### src/rtl/sqrt_batch_engine.sv
// sqrt_batch_engine: batch integer square root over an operand RAM.
// The host loads operands, starts a batch with St/Base/Count, and reads
// {remainder, root} words back from the result RAM.
module sqrt_batch_engine #(
  parameter int DATA_W = 8,
  parameter int ADDR_W = 4
) (
  input  logic              CLK,
  input  logic              ResetN,
  input  logic              Load_En,
  input  logic [ADDR_W-1:0] Load_Addr,
  input  logic [DATA_W-1:0] Load_Data,
  input  logic              St,
  input  logic [ADDR_W-1:0] Base,
  input  logic [ADDR_W:0]   Count,
  input  logic [ADDR_W-1:0] Res_Addr,
  output logic [DATA_W:0]   Res_Data,
  output logic              Busy,
  output logic              Done,
  output logic [ADDR_W:0]   Proc_Count
);
  localparam int HALF  = DATA_W / 2;
  localparam int IT_W  = $clog2(HALF);
  localparam int DEPTH = 1 << ADDR_W;
  localparam logic [ADDR_W:0]   MAX_CNT  = (ADDR_W+1)'(DEPTH);
  localparam logic [DATA_W-1:0] ONE_INIT = DATA_W'(1) << (DATA_W-2);
  localparam logic [IT_W-1:0]   LAST_IT  = IT_W'(HALF-1);

  typedef enum logic [2:0] {S_IDLE, S_FETCH, S_WAIT, S_CALC, S_STORE, S_FIN} state_t;

  state_t              state_q, state_d;
  logic [ADDR_W-1:0]   ptr_q, ptr_d;
  logic [ADDR_W:0]     left_q, left_d;
  logic [ADDR_W:0]     pcnt_q, pcnt_d;
  logic [DATA_W-1:0]   op_q, op_d;
  logic [DATA_W-1:0]   res_q, res_d;
  logic [DATA_W-1:0]   one_q, one_d;
  logic [IT_W-1:0]     iter_q, iter_d;

  logic [DATA_W-1:0]   op_mem  [DEPTH];
  logic [DATA_W:0]     res_mem [DEPTH];
  logic [DATA_W-1:0]   op_rd_q;
  logic [DATA_W:0]     res_rd_q;

  logic [ADDR_W:0]     cnt_clamp;
  logic [DATA_W:0]     trial;
  logic                res_we;
  logic [DATA_W:0]     res_wdata;

  assign cnt_clamp  = (Count > MAX_CNT) ? MAX_CNT : Count;
  assign Busy       = (state_q == S_FETCH) || (state_q == S_WAIT) ||
                      (state_q == S_CALC)  || (state_q == S_STORE);
  assign Done       = (state_q == S_FIN);
  assign Proc_Count = pcnt_q;
  assign Res_Data   = res_rd_q;
  assign res_wdata  = {op_q[HALF:0], res_q[HALF-1:0]};

  // Next-state and datapath: one restoring digit-recurrence step per CALC cycle
  always_comb begin
    state_d = state_q;
    ptr_d   = ptr_q;
    left_d  = left_q;
    pcnt_d  = pcnt_q;
    op_d    = op_q;
    res_d   = res_q;
    one_d   = one_q;
    iter_d  = iter_q;
    res_we  = 1'b0;
    trial   = {1'b0, res_q} + {1'b0, one_q};
    case (state_q)
      S_IDLE: if (St) begin
        pcnt_d = '0;
        if (cnt_clamp == '0) state_d = S_FIN;
        else begin
          state_d = S_FETCH;
          ptr_d   = Base;
          left_d  = cnt_clamp;
        end
      end
      // Operand RAM read address is ptr_q; data lands in op_rd_q for WAIT
      S_FETCH: state_d = S_WAIT;
      S_WAIT: begin
        op_d    = op_rd_q;
        res_d   = '0;
        one_d   = ONE_INIT;
        iter_d  = '0;
        state_d = S_CALC;
      end
      S_CALC: begin
        if ({1'b0, op_q} >= trial) begin
          op_d  = op_q - trial[DATA_W-1:0];
          res_d = (res_q >> 1) + one_q;
        end else begin
          res_d = res_q >> 1;
        end
        one_d  = one_q >> 2;
        iter_d = iter_q + 1'b1;
        if (iter_q == LAST_IT) state_d = S_STORE;
      end
      S_STORE: begin
        res_we  = 1'b1;
        ptr_d   = ptr_q + 1'b1;  // wraps modulo RAM depth
        pcnt_d  = pcnt_q + 1'b1;
        left_d  = left_q - 1'b1;
        state_d = (left_q == (ADDR_W+1)'(1)) ? S_FIN : S_FETCH;
      end
      S_FIN:   state_d = S_IDLE;
      default: state_d = S_IDLE;
    endcase
  end

  // Control and datapath registers; reset aborts any batch in flight
  always_ff @(posedge CLK or negedge ResetN) begin
    if (!ResetN) begin
      state_q <= S_IDLE;
      ptr_q   <= '0;
      left_q  <= '0;
      pcnt_q  <= '0;
      op_q    <= '0;
      res_q   <= '0;
      one_q   <= '0;
      iter_q  <= '0;
    end else begin
      state_q <= state_d;
      ptr_q   <= ptr_d;
      left_q  <= left_d;
      pcnt_q  <= pcnt_d;
      op_q    <= op_d;
      res_q   <= res_d;
      one_q   <= one_d;
      iter_q  <= iter_d;
    end
  end

  // Operand RAM: host writes only while not busy; registered read at ptr
  always_ff @(posedge CLK) begin
    if (Load_En && !Busy) op_mem[Load_Addr] <= Load_Data;
    op_rd_q <= op_mem[ptr_q];
  end

  // Result RAM write port, contents survive reset
  always_ff @(posedge CLK) begin
    if (res_we) res_mem[ptr_q] <= res_wdata;
  end

  // Result RAM registered host read (old data on same-address write)
  always_ff @(posedge CLK or negedge ResetN) begin
    if (!ResetN) res_rd_q <= '0;
    else         res_rd_q <= res_mem[Res_Addr];
  end
endmodule

### config.mk
export PLATFORM = sky130hd
export DESIGN_NAME = sqrt_batch_engine
export DESIGN_NICKNAME = d
export VERILOG_FILES = /design/src/rtl/sqrt_batch_engine.sv
export SDC_FILE = /design/constraint.sdc
export NUM_CORES = 1
export LEC_CHECK = 0
export CORE_AREA = 2 2 139 243
export CTS_BUF_LIST = sky130_fd_sc_hd__clkbuf_16
export CTS_CLUSTER_SIZE = 24
export DETAILED_ROUTE_END_ITERATION = 12
export DIE_AREA = 0 0 141 245
export PLACE_DENSITY = 0.59
export REMOVE_ABC_BUFFERS = 1
export SYNTH_ARGS = -nofsm -noshare
export SYNTH_HDL_FRONTEND = slang
export SYNTH_SLANG_ARGS = --single-unit
### constraint.sdc
create_clock -name CLK -period 3.9 [get_ports CLK]
set_input_delay 0.975 -clock CLK [delete_from_list [all_inputs] [get_ports CLK]]
set_output_delay 0.975 -clock CLK [all_outputs]
set_load 0.02 [all_outputs]
Word-level counts from Yosys, hierarchy flattened --
Memory sizes are Yosys's and may differ from the RTL's. A register that Yosys moved wholly into a read port is not among the register bits. Cells that the tools add are included.
Storage, ports and cells: RAM bits 272, output and inout bits 16, input port bits 29, memories 2, word-level logic and storage cells 69, flip-flop bits (word level) 43
Cells by class: eq/ne operators 11, multiplexer cells 25, order comparisons 2, add/subtract/negate cells 7, reductions and logical operators 14
Memories:
- res_mem | words 16, width 9, rd ports 1, clocked after Yosys merged registers in 1, write ports 1, line 41 | logic [DATA_W:0] res_mem [DEPTH];
- op_mem | words 16, width 8, rd ports 1, clocked after Yosys merged registers in 1, write ports 1, line 40 | logic [DATA_W-1:0] op_mem [DEPTH];
Operator list (count):
- $pmux W8 S2 | 3
- $mux W5 | 4
- $pmux W5 S2 | 2
- $mux W8 | 2
- $pmux W3 S5 | 1
- $mux W3 | 4
- $add A8 B8 Y9 | 1
- $ge A8 B9 Y1 | 1
- $add A7 B8 Y8 | 1
- $mux W4 | 2
- $pmux W4 S2 | 1
- $sub A8 B8 Y8 | 1
- $eq A3 B2 Y1 const B | 2
- $eq A3 B3 Y1 const B | 2
- $reduce_and A2 Y1 | 3
- $add A5 B1 Y5 const B | 1
- $eq A5 B1 Y1 const B | 1
- $gt A5 B5 Y1 const B | 1
- $logic_not A5 Y1 | 1
- $mux W1 | 5
- $sub A5 B1 Y5 const B | 1
- $add A4 B1 Y4 const B | 1
- $ne A2 B1 Y1 const B | 2
- $ne A2 B2 Y1 const B | 2
- 10 further kinds | 14

Depth between registers and ports, before layout --
word-level depth 8, depth in mapped cells 14, gate-level depth less buffers 13

Worst setup path before layout --
No wires, ideal clock.
path type register -> register, from register res_q[0], to register op_q[3], cell stages (with the launch flop) 14, data required time 3.774 ns, library setup time 0.126 ns, arrival 2.981 ns, slack 0.793 ns, period minus slack after synthesis 3.107 ns, path buffers 1, cell sequence dfrtp_1 ha_1 ha_1 a21o_1 a31oi_1 nor2b_1 xnor2_1 ha_1 a21o_1 o21bai_1 a21oi_4 a21oi_4 buf_6 o311a_1
On the way: word-level cells in the longest chain between the ends 4, elaborated cells on any way between the ends 7, classes of those cells 2 x add/sub; 1 x order compare; 1 x eq/ne; 2 x mux; 1 x reduce/logical
Ends and longest elaborated chain:
- from (decl) | line 36 | logic [DATA_W-1:0] res_q, res_d;
- from (signal assigned) | line 129 | res_q <= res_d;
- $add A8 B8 Y9 (*) | line 69 | trial = {1'b0, res_q} + {1'b0, one_q};
- $sub A8 B8 Y8 / $ge A8 B9 Y1 (equally long branches) | line 91, 90
- $mux W8 / $ne A2 B1 Y1 (equally long branches)
- $pmux W8 S2 / $reduce_and A2 Y1 (equally long branches)
- to (signal assigned) | line 128 | op_q <= op_d;
- to (decl) | line 35 | logic [DATA_W-1:0] op_q, op_d;
Every way passes the cells marked *; elsewhere a longest branch is shown, timed or not. The select of a mux whose other input is x is not followed. A chain may end at the register's enable or synchronous reset.

Worst setup path in the final report --
from register res_q[0], to register op_q[0]
The elaborated chain is that of the path after synthesis.

==> results.py <==
metrics = {
    "synth": {
        "synthArstFlopShare": 0.146,
        "post_synth_cell_types": 56,
        "yosys_warnings": 0,
        "synth_enable_flop_cells": 272,
        "synth_sequential_area_ratio": 0.704,
        "synthesis.area_per_instance_um2": 18.4,
        "mappedNetlistArea_um2": 13500,
        "dominantRegCellSynth": "edfxtp_1",
        "syn-instance-count": 735,
        "synth_register_bits": 328,
    },
    "timing": {
        "rsz0062_at_grt": "false",
        "tns_ns": 0,
        "finalSetupViolCount": 0,
        "max_slew_margin": 0.376,
        "final_min_period_over_clock_period": 0.903,
        "final-hold-violation-count": 0,
        "worstMarginPinSlew_ns": 0.933,
        "final_period_minus_worst_setup_slack_ns": 3.52,
        "drv_slew": 0,
        "clock.fmax_mhz": 284,
        "worst_skew_ns": 0.0297,
    },
    "clock_network": {
        "cts-buffers-inserted": 30,
        "postCtsSetupBuffers": 0,
        "clockBufferDepth": 3,
        "clock_tree_from_tritoncts": "done",
        "clk_pin_slew_ns": 0.07,
        "cts_root_buf": "clkbuf_16",
        "post_cts_hold_buffer_count": 0,
        "post_cts_resized": 0,
        "clock_tree.htree_level_count": 1,
        "clock_insertion_delay_at_the_later_pin_of_the_skew_report_ns": 0.58,
        "clkSinkCount": 328,
    },
    "cells_and_area": {
        "final_cell_count_no_fill": 1230,
        "mostFrequentLayoutCell": "edfxtp_1",
        "area.growth.synth_to_final_pct": 13.8,
        "multiInputGateArea_um2": 3780,
        "num-fill-cells": 2735,
        "regArea_um2": 9530,
        "final_cell_mix": "edfxtp_1, mux4_2, dfrtp_1, nand2_1, clkdlybuf4s50_1",
        "drive_above_1_share": 0.193,
        "final_net_count": 858,
        "antenna_cells": 0,
    },
    "routing": {
        "drt_iter0_drc": 247,
        "vias_per_cell": 5.58,
        "first_pass_iters": 5,
        "routed_length_per_placed_instance_um": 22.6,
        "drc_errors": 0,
        "antenna_violating_nets_post_route": 0,
        "detail_route.wirelength_um": 27800,
        "dr_total_vias": 6862,
    },
    "placement": {
        "total_half_perimeter_wirelength_after_legalization_and_detailed_placement_um": 19000,
        "port-buffer-count": 44,
        "dp.cells": 1175,
        "place.gp.congestion": 0.822,
    },
    "pwr": {
        "vdd_ir_drop_max_mv": 0.394,
        "leakagePower_nw": 5.31,
        "p_per_area_nw_per_um2": 623,
    },
    "global_routing": {
        "first_pass_grt_wire_length_um": 43300,
        "grt_use_total": 0.166,
        "maximum_number_of_pins_on_one_net_before_global_route_repair": 38,
        "antenna_found_initial": 0,
        "number_of_global_route_vias_before_repair": 7445,
        "globalRoute.totalOverflow": 0,
    },
    "min_path": {
        "holdCritPathClass": "in2async",
    },
    "critical_path": {
        "required_ns": 4.37,
        "crit_fanout": 18,
        "critical_path.top_delay_family": "compound AO/OA/AOI/OAI gates",
        "worst_path_largest_cell_delay_ns": 0.54,
        "timing.critical_path.mode_cell": "ha_1",
        "worst_path_max_delay_cell": "dfrtp_1",
        "worst_ep_arrival_time_ns": 3.99,
        "cp_num_buf_inv": 0,
        "critPathKind": "reg2reg",
        "setup.worst_path.end_class": "register",
        "critical_path.cell_chain": "ha_1, ha_1, a21o_1, a31oi_1, nor2b_1, xnor2_1, ha_1, a21o_1, o21bai_1, a21oi_4, a21oi_4, and4_1, a311oi_1",
        "startpoint_type": "register",
    },
    "floorplanning": {
        "ioPinCount": 45,
        "die_height_um": 245,
        "die-width_um": 141,
        "start_util": 0.414,
        "core-area_um2": 32700,
        "die_area_um2": 34500,
        "rows": 88,
    },
    "run": {
        "maxCapViolations": 0,
    },
    "status": {
        "status": "finished, final reports clean",
    },
}
## registers in the layout, summed over array words and instances (netlist names)
| signal | flops |
|---|---|
| Proc_Count | 5 |
| Res_Data | 9 |
| iter_q | 2 |
| left_q | 5 |
| one_q | 4 |
| op_mem | 128 |
| op_q | 8 |
| op_rd_q | 8 |
| ptr_q | 4 |
| res_mem | 144 |
| res_q | 8 |
| state_q | 3 |
## cell families after synthesis
kind of cell	Yosys count	share of synthesized area
compound gates	92	0.0464
fa+ha+maj	27	0.0255
mux	91	0.146
buf+inv	44	0.0168
flops	328	0.704
simple gates	136	0.0503
xor+xnor	17	0.0110
## metal layers
| metal | vias to the layer above | wire, um | track usage |
|---|---|---|---|
| li1 | 3102 | - | - |
| met1 | 3564 | 9630 | 0.172 |
| met2 | 149 | 16600 | 0.336 |
| met3 | 47 | 843 | 0.0193 |
| met4 | 0 | 750 | 0.0576 |
| met5 | - | 0 | 0 |
## metrics by stage
stage	power [mW]	hold WS, ns	instance area (um2)	worst slack (ns)	util
2_1_floorplan	6.11	0.443	13400	0.782	-
3_3_place_gp	6.80	0.453	14500	0.534	0.443
3_5_place_dp	6.90	0.487	14500	0.377	0.443
4_1_cts	9.68	0.407	15400	0.362	0.471
5_1_grt	10.1	0.416	15400	0.0885	0.471
6_report	9.59	0.397	15400	0.380	0.471
## final timing paths
check	slack [ns]	to	start	depth (start not counted)
max	0.38	op_q[0]$_DFFE_PN0P_	res_q[0]$_DFFE_PN0P_	13
min	0.40	Res_Data[5]$_DFF_PN0_	ResetN	1
max reg2reg	0.38	op_q[0]$_DFFE_PN0P_	res_q[0]$_DFFE_PN0P_	13
min reg2reg	0.49	iter_q[1]$_DFFE_PN0P_	iter_q[1]$_DFFE_PN0P_	2
max in group asynchronous	2.64	ptr_q[0]$_DFFE_PN0P_	ResetN	2
min in group CLK	0.49	iter_q[1]$_DFFE_PN0P_	iter_q[1]$_DFFE_PN0P_	2
## cell usage after synthesis (2+ instances only)
cell | instances | area, um2
edfxtp_1 | 272 | 8170
mux4_2 | 85 | 1910
dfrtp_1 | 48 | 1200
nand2_1 | 42 | 158
o21ai_0 | 31 | 155
ha_1 | 26 | 325
nor2_1 | 24 | 90.1
and2_1 | 17 | 106
nor3_1 | 17 | 85.1
clkbuf_1 | 13 | 48.8
inv_1 | 13 | 48.8
nand3_1 | 13 | 65.1
xor2_1 | 10 | 87.6
a21oi_1 | 8 | 40.0
a31oi_1 | 8 | 50.1
dfxtp_1 | 8 | 160
xnor2_1 | 7 | 61.3
a21o_1 | 6 | 45.0
buf_1 | 6 | 22.5
mux2i_1 | 6 | 60.1
nand2b_1 | 6 | 37.5
buf_4 | 5 | 37.5
o22ai_1 | 5 | 31.3
a211oi_1 | 4 | 30.0
nor2b_1 | 4 | 25.0
nor3b_1 | 4 | 30.0
o22a_1 | 4 | 35.0
o31ai_1 | 4 | 30.0
a22oi_1 | 3 | 22.5
buf_6 | 3 | 33.8
a21oi_4 | 2 | 32.5
a311oi_1 | 2 | 17.5
clkbuf_8 | 2 | 27.5
nand4_1 | 2 | 12.5
o21ai_1 | 2 | 10.0
o21bai_1 | 2 | 15.0
o311a_1 | 2 | 20.0
## power breakdown
part           switching (mW)  internal, mW
Combinational            1.27          1.00
Sequential              0.339          4.22
Clock                    1.23          1.52
## final cells by class
type | count | share of cell area
Sequential cell | 328 | 0.619
Multi-Input combinational cell | 363 | 0.245
Timing Repair Buffer | 65 | 0.0398
Tap cell | 405 | 0.0329
Inverter | 14 | 0.00341
Clock buffer | 30 | 0.0487
Clock inverter | 25 | 0.0111
Power figures use the tool's default switching activity.
